## src/rtl/idx_mask_builder.sv

```systemverilog
// ---------------------------------------------------------------------------
// idx_mask_builder
//
// Decodes a stream of bit indices and OR-accumulates them into a WIDTH-bit
// mask. The beat flagged last completes the mask, which is then offered
// downstream through a valid/ready handshake together with its popcount and
// a sticky "some index was out of range" flag.
//
// Index orientation (FLIP) matches the leading-zero counter: FLIP=0 means
// index k sets bit k, FLIP=1 means index k sets bit WIDTH-1-k.
//
// Optional build macro: COMMON_CELLS_IDX_MASK_SKID_EN
//   undefined : one output register; idx_ready_o=0 while a mask is pending.
//   defined   : accumulation continues while a mask is pending; a second
//               completed mask is parked until the output drains, and is
//               loaded in the handshake cycle (no bubble).
//
// Ports:
//   clk_i         clock, rising edge
//   rst_ni        asynchronous active-low reset
//   clear_i       synchronous abort of accumulation and any pending output
//   idx_valid_i   index beat valid
//   idx_ready_o   index beat accepted when idx_valid_i && idx_ready_o
//   idx_i         bit index (IDX_W bits)
//   idx_last_i    final beat of the current mask
//   mask_valid_o  completed mask valid
//   mask_ready_i  downstream accepts mask
//   mask_o        completed mask (WIDTH bits)
//   count_o       popcount of mask_o (CNT_W bits)
//   oor_o         one or more beats of this mask had idx_i >= WIDTH
// ---------------------------------------------------------------------------
module idx_mask_builder #(
    parameter int unsigned WIDTH = 8,
    parameter int unsigned FLIP  = 0,
    parameter int unsigned IDX_W = (WIDTH > 1) ? $clog2(WIDTH) : 1,
    parameter int unsigned CNT_W = $clog2(WIDTH + 1)
) (
    input  logic             clk_i,
    input  logic             rst_ni,
    input  logic             clear_i,
    input  logic             idx_valid_i,
    output logic             idx_ready_o,
    input  logic [IDX_W-1:0] idx_i,
    input  logic             idx_last_i,
    output logic             mask_valid_o,
    input  logic             mask_ready_i,
    output logic [WIDTH-1:0] mask_o,
    output logic [CNT_W-1:0] count_o,
    output logic             oor_o
);

    typedef enum logic {ACCUM, HOLD} state_t;

    state_t             state_reg, state_next;
    logic [WIDTH-1:0]   acc_reg, acc_next;
    logic               oor_acc_reg, oor_acc_next;
    logic [WIDTH-1:0]   mask_reg, mask_next;
    logic [CNT_W-1:0]   count_reg, count_next;
    logic               oor_reg, oor_next;

`ifdef COMMON_CELLS_IDX_MASK_SKID_EN
    logic               park_valid_reg, park_valid_next;
    logic [WIDTH-1:0]   park_mask_reg, park_mask_next;
    logic [CNT_W-1:0]   park_count_reg, park_count_next;
    logic               park_oor_reg, park_oor_next;
`endif

    logic [WIDTH-1:0]   dec;
    logic [IDX_W:0]     idx_ext;
    logic               oor_beat;
    logic               accept;
    logic               complete;
    logic [WIDTH-1:0]   comp_mask;
    logic [CNT_W-1:0]   comp_cnt;
    logic               comp_oor;

    // One-hot decode. An out-of-range index matches no position, so it
    // contributes no bit; it only raises the sticky flag.
    generate
        for (genvar gi = 0; gi < WIDTH; gi++) begin : g_dec
            localparam int unsigned POS = (FLIP != 0) ? (WIDTH - 1 - gi) : gi;
            assign dec[gi] = (idx_i == IDX_W'(POS));
        end
    endgenerate

    // One extra bit so WIDTH itself is representable in the comparison.
    assign idx_ext  = {1'b0, idx_i};
    assign oor_beat = (idx_ext >= (IDX_W + 1)'(WIDTH));

`ifdef COMMON_CELLS_IDX_MASK_SKID_EN
    // Only a parked mask can stall the index stream.
    assign idx_ready_o = !park_valid_reg;
`else
    assign idx_ready_o = (state_reg == ACCUM);
`endif

    // A beat arriving together with clear_i is dropped even if handshaken.
    assign accept    = idx_valid_i && idx_ready_o && !clear_i;
    assign complete  = accept && idx_last_i;
    assign comp_mask = acc_reg | dec;
    assign comp_oor  = oor_acc_reg | oor_beat;

    always_comb begin
        comp_cnt = '0;
        for (int i = 0; i < WIDTH; i++) begin
            comp_cnt = comp_cnt + CNT_W'(comp_mask[i]);
        end
    end

    always_comb begin
        state_next   = state_reg;
        acc_next     = acc_reg;
        oor_acc_next = oor_acc_reg;
        mask_next    = mask_reg;
        count_next   = count_reg;
        oor_next     = oor_reg;
`ifdef COMMON_CELLS_IDX_MASK_SKID_EN
        park_valid_next = park_valid_reg;
        park_mask_next  = park_mask_reg;
        park_count_next = park_count_reg;
        park_oor_next   = park_oor_reg;

        // Accumulator runs independently of the output register.
        if (complete) begin
            acc_next     = '0;
            oor_acc_next = 1'b0;
        end else if (accept) begin
            acc_next     = comp_mask;
            oor_acc_next = comp_oor;
        end

        case (state_reg)
            ACCUM: begin
                if (complete) begin
                    mask_next  = comp_mask;
                    count_next = comp_cnt;
                    oor_next   = comp_oor;
                    state_next = HOLD;
                end
            end
            HOLD: begin
                if (mask_ready_i) begin
                    // Handshake cycle: refill straight away if anything waits.
                    if (park_valid_reg) begin
                        mask_next       = park_mask_reg;
                        count_next      = park_count_reg;
                        oor_next        = park_oor_reg;
                        park_valid_next = 1'b0;
                    end else if (complete) begin
                        mask_next  = comp_mask;
                        count_next = comp_cnt;
                        oor_next   = comp_oor;
                    end else begin
                        state_next = ACCUM;
                    end
                end else if (complete) begin
                    park_mask_next  = comp_mask;
                    park_count_next = comp_cnt;
                    park_oor_next   = comp_oor;
                    park_valid_next = 1'b1;
                end
            end
            default: state_next = ACCUM;
        endcase
`else
        case (state_reg)
            ACCUM: begin
                if (complete) begin
                    mask_next    = comp_mask;
                    count_next   = comp_cnt;
                    oor_next     = comp_oor;
                    acc_next     = '0;
                    oor_acc_next = 1'b0;
                    state_next   = HOLD;
                end else if (accept) begin
                    acc_next     = comp_mask;
                    oor_acc_next = comp_oor;
                end
            end
            HOLD: begin
                if (mask_ready_i) begin
                    state_next = ACCUM;
                end
            end
            default: state_next = ACCUM;
        endcase
`endif

        // Abort wins over everything, including a pending output.
        if (clear_i) begin
            acc_next     = '0;
            oor_acc_next = 1'b0;
            state_next   = ACCUM;
`ifdef COMMON_CELLS_IDX_MASK_SKID_EN
            park_valid_next = 1'b0;
`endif
        end
    end

    always_ff @(posedge clk_i or negedge rst_ni) begin
        if (!rst_ni) begin
            state_reg   <= ACCUM;
            acc_reg     <= '0;
            oor_acc_reg <= 1'b0;
            mask_reg    <= '0;
            count_reg   <= '0;
            oor_reg     <= 1'b0;
`ifdef COMMON_CELLS_IDX_MASK_SKID_EN
            park_valid_reg <= 1'b0;
            park_mask_reg  <= '0;
            park_count_reg <= '0;
            park_oor_reg   <= 1'b0;
`endif
        end else begin
            state_reg   <= state_next;
            acc_reg     <= acc_next;
            oor_acc_reg <= oor_acc_next;
            mask_reg    <= mask_next;
            count_reg   <= count_next;
            oor_reg     <= oor_next;
`ifdef COMMON_CELLS_IDX_MASK_SKID_EN
            park_valid_reg <= park_valid_next;
            park_mask_reg  <= park_mask_next;
            park_count_reg <= park_count_next;
            park_oor_reg   <= park_oor_next;
`endif
        end
    end

    assign mask_valid_o = (state_reg == HOLD);
    assign mask_o       = mask_reg;
    assign count_o      = count_reg;
    assign oor_o        = oor_reg;

endmodule

```

## config.mk

```make
export PLATFORM = sky130hd
export DESIGN_NAME = idx_mask_builder
export DESIGN_NICKNAME = d
export VERILOG_FILES = /design/src/rtl/idx_mask_builder.sv
export SDC_FILE = /design/constraint.sdc
export NUM_CORES = 1
export LEC_CHECK = 0
export BUFFER_PORTS_ARGS = -buffer_cell sky130_fd_sc_hd__buf_2
export CAP_MARGIN = 10
export CELL_PAD_IN_SITES_DETAIL_PLACEMENT = 2
export CELL_PAD_IN_SITES_GLOBAL_PLACEMENT = 2
export CORE_MARGIN = 4
export CORE_UTILIZATION = 35
export CTS_CLUSTER_SIZE = 8
export DETAILED_ROUTE_END_ITERATION = 10
export PLACE_DENSITY = 0.8
export SYNTH_ARGS = -nofsm -noshare
export SYNTH_HDL_FRONTEND = slang
export SYNTH_SLANG_ARGS = --single-unit
export TNS_END_PERCENT = 1
```

## constraint.sdc

```tcl
create_clock -name clk_i -period 7.8 [get_ports clk_i]
set_input_delay 0.39 -clock clk_i [delete_from_list [all_inputs] [get_ports clk_i]]
set_output_delay 0.39 -clock clk_i [all_outputs]
set_load 0.1 [all_outputs]
```

## After elaboration in Yosys (flattened, before gate mapping)

Index checks and enable logic that the tools add are counted.

- Register bits after elaboration: 23
- Bits of input ports: 9
- Output and inout port bits: 15

- Add/subtract/negate cells: 7
- $lt $le $gt $ge: 1
- Eq/ne operators: 8
- Muxes and demuxes: 12
- Bitwise gates (word level): 3
- Reduce and logical (&&, ||, !) cells: 8

Operators by type and width:

| operator | count |
|---|---|
| 8-bit 2-to-1 mux | 4 |
| 4-bit by 1-bit adder with 4-bit output | 4 |
| 3-bit equality test, second input constant | 4 |
| 8-bit OR | 1 |
| 1-bit 2-to-1 mux | 7 |
| 3-bit by 2-bit equality test with 1-bit output, second input constant | 2 |
| 3-bit by 1-bit adder with 4-bit output | 1 |
| 3-bit by 4-bit >= comparator with 1-bit output, second input constant | 1 |
| 2-bit AND reduction | 2 |
| 2-bit by 1-bit adder with 3-bit output | 1 |
| 3-bit by 1-bit equality test with 1-bit output, second input constant | 1 |
| 1-bit logical AND | 3 |
| 3-bit logical NOT | 1 |
| 3-bit nonzero test | 1 |
| 1-bit by 1-bit adder with 2-bit output | 1 |
| 2-bit != test, second input constant | 1 |
| 1-bit case mux with 2 select lines | 1 |
| 1-bit logical NOT | 1 |
| 1-bit NOT | 1 |
| 1-bit OR | 1 |

## Logic depth before layout (Yosys ltp)

- Depth in word-level cells: 9
- Mapped depth: 13
- Gate-level depth less buffers: 13

## Worst setup path before layout

OpenSTA, ideal clock, no wires.

- Path type: input to register
- From: in idx_i[2]
- To: reg count_reg[2] (netlist: count_o[2])
- Library setup time: 0.083 ns
- Arrival time: 2.999 ns
- Slack: 4.718 ns
- Stages on the path: 13
- Path buffers: 0
- Cell sequence: nor2_1 a21oi_1 inv_1 fa_1 fa_1 inv_1 fa_1 inv_1 ha_1 inv_1 fa_1 xor2_1 o21ai_0

- Longest elaborated chain between the ends: 9
- Elaborated cells between the ends (all ways): 16
- Classes of those cells: add/sub: 7; eq/ne: 7; bitwise: 1; reduce/logical: 1

RTL lines:

| item | line | source |
|---|---|---|
| from (decl) | 43 | `input logic [IDX_W-1:0] idx_i,` |
| 3-bit by 1-bit equality test with 1-bit output | 82 | `assign dec[gi] = (idx_i == IDX_W'(POS));` |
| 8-bit OR | 100 | `assign comp_mask = acc_reg \| dec;` |
| named net comp_mask[1] | 73 | `logic [WIDTH-1:0] comp_mask;` |
| 1-bit by 1-bit adder with 2-bit output | 106 | `comp_cnt = comp_cnt + CNT_W'(comp_mask[i]);` |
| 2-bit by 1-bit adder with 3-bit output | 106 |  |
| 3-bit by 1-bit adder with 4-bit output | 106 |  |
| 4-bit by 1-bit adder with 4-bit output (4 in a row) | 106 |  |
| to (signal assigned) | 219 | `count_reg <= count_next;` |
| to (decl) | 58 | `logic [CNT_W-1:0] count_reg, count_next;` |

The timed path passes the listed nets, and every way through them passes these cells.
A chain may end at the register's enable or synchronous reset.

## Worst setup path in the final report

- From: reg acc_reg[3]
- To: reg count_reg[2] (netlist: count_o[2])

- Longest elaborated chain between the ends: 6

RTL lines:

| item | line | source |
|---|---|---|
| from (decl) | 55 | `logic [WIDTH-1:0] acc_reg, acc_next;` |
| from (signal assigned) | 216 | `acc_reg <= acc_next;` |
| 8-bit OR | 100 |  |
| named net comp_mask[3] | 73 |  |
| 3-bit by 1-bit adder with 4-bit output | 106 |  |
| 4-bit by 1-bit adder with 4-bit output (4 in a row) | 106 |  |

The timed path passes the listed nets, and every way through them passes these cells.

==> impl_results.md <==
- Status: complete, no violations
- Pre-antenna DRT Iters: 4
- Final Power: about 300 uW
- Met2 WL: 1350 um
- Netlist cell types: 21
- Worst-path clk slew: around 0.12 ns
- Max-cap violations: 0
- Final setup TNS: 0 ns
- Final Max Slew Viols: 0
- Layout cell share with drive strength beyond 1: roughly 22%
- Detailed Place HPWL: between 2000 and 2500 um
- Commonest non-fill, non-tap cells in the layout: buf_2 (22), dfrtp_1 (21), inv_1 (16), a31oi_1 (14)
- Die height: 63.2 um
- Post-CTS Setup Bufs: 0
- Synth-to-Final Area Change: 13.1%
- CTS Buf Count: 3
- Initial antenna violation count: 0
- IO buf count: 22
- Number of cells on the worst reg-to-reg path: 12
- CTS tree: built
- Routed vias: 806
- CP max FO: 3
- DR iter-0 viols: 4
- Post-route clock period utilization: between 40% and 50%
- Hold Buf Count CTS: 0
- CP Capture Type: flip-flop
- Worst Path Required: 7.98 ns
- WL met1: 1150 um
- Root Driver: clkbuf_4
- Post-synth EDFFs: 0
- Post-synthesis cell count: just over 100
- WHS: approximately 0.023 ns
- Synth Net Count: around 120
- Clock Sinks: 21
- Crit path kind: flip-flop to flip-flop
- Io pins: 24
- Clock Latency Late Sink: ~0.3 ns
- Largest net degree at the start of global routing: 25
- Critical Path AT: roughly 3.6 ns
- Starting Density: 37.7%
- Post-DP Area: 1180 um2
- Commonest non-fill, non-tap cell in the layout: buf_2
- # DRC: 0
- FF-to-FF Start: acc_reg[3]
- Routed WL per cell: between 15 and 20 um
- Fin crit period: around 3.4 ns
- Leakage: 0.000644 uW
- Relative slew slack: about 66%
- GP Congestion: 0.803
- Pwr Density: roughly 250 nW/um2
- Post-synthesis sequential area ratio: about half
- Die ar.: between 3000 and 4000 um2
- Design area: approximately 1200 um2
- H-tree level count: 1
- Hold Crit Class: input port to asynchronous set/reset pin
- R2R Setup Slk: between 4 and 5 ns
- Most used DFF post-synth: dfrtp_1
- DIE WIDTH: 63.2 um
- GRT Total Usage: between 10 and 15%
- Hold Fails Final Rpt: 0
- Mean number of vias per cell: between 5 and 6
- Highest Signal Layer: met4
- Post-CTS Resized: 0
- Final WL: around 2600 um
- Vias in the first global route: 956
- First-pass GRT wire length: between 4000 and 5000 um
- Final setup fails: 0
- Synthesized area per cell: roughly 10 um2
- Max frequency: roughly 0.29 GHz
- Async set-or-reset flop fraction in the synthesized netlist: 100%
- Antenna viol nets, final: 0
- RSZ-0062 raised after global routing: false
- Antenna cells: 0
- CTS Buffer Depth: 2
- Syn Std Cell Area: around 1100 um2
- Reg-to-reg critical path endpoint: count_o[2]
- Synth Register Bits: 21
- Cell row count: 19
- Met3 WL: around 96 um
- Setup crit start kind: flip-flop
- Warnings from Yosys: 0
- Final net count: roughly 140
- Core Area: approximately 2800 um2
- Tightest Pin Transition: slightly above 0.5 ns
- Clock skew: a little over 0.003 ns
- Peak ir drop on the vdd network: between 80 and 90 uV
- GRT Residual Overflow: 0
- Critical Path Start: acc_reg[3]
-- critical path: stages (launching register included) --
cell,delay (ns)
dfrtp_1,0.42
a31oi_1,0.34
inv_1,0.13
fa_1,0.49
fa_1,0.50
inv_1,0.05
fa_1,0.44
inv_1,0.08
ha_1,0.16
inv_1,0.06
fa_1,0.38
xor2_1,0.18
o21ai_0,0.10
-- stage by stage --
stage / cells / utilization [%] / setup WS [ns]
final: 156 / 42.7 / 4.35
after global routing: 156 / 42.7 / 4.17
after CTS: 156 / 42.7 / 4.34
after detailed placement: 152 / 41.8 / 4.18
after global placement: 152 / 41.8 / 4.38
after floorplan: 103 / - / 4.72
-- synthesized netlist by cell type (2+ instances only) --
master	number	share of area [%]
dfrtp_1	21	49
inv_1	16	5.6
a31oi_1	14	8.2
nand2_1	10	3.5
nor2_1	10	3.5
o21ai_1	9	4.2
fa_1	4	7.5
a21oi_1	3	1.4
ha_1	3	3.5
buf_6	2	2.1
-- final cells by class --
type,count,area (um2)
timing repair buffer,22,110
clock buffer,4,26.3
sequential,21,526
inverter,16,60.1
fill,319,1620
multi-input combinational,62,447
tap,31,38.8
-- where the power goes --
group,internal (uW),switching (uW)
logic,22.1,101
clock network,19.9,32.5
registers,119,5.17
total,160,139
-- layer usage --
| metal | GRT usage [%] | vias to the layer above |
|---|---|---|
| met3 | 2.84 | 2 |
| met1 | 17.8 | 402 |
| li1 | - | 389 |
| met5 | 0 | - |
| met2 | 26.5 | 13 |
| met4 | 4.04 | 0 |
-- worst max path at each step --
stage,slack (ns),to,depth (start not counted)
final,4.35,count_o[2],12
after global routing,4.17,count_o[2],12
after CTS,4.34,count_o[2],12
after detailed placement,4.18,count_o[2],14
after global placement,4.38,count_o[2],14
after floorplan,4.72,count_o[2],13
-- cells by family (layout without fill, tap and decap cells) --
group                    Yosys count  in the layout  synth area share (%)
AO/OA/AOI/OAI                     29             29                  15.8
AND/OR/NAND/NOR                   23             23                  12.4
flip-flops                        21             21                  49.2
buffers and inverters             20             42                  8.91
adder cells (fa/ha/maj)            7              7                  11.0
other                              1              1                 0.351
XOR/XNOR                           1              1                 0.821
multiplexers                       1              1                  1.41
(Power assumes the default switching activity.)
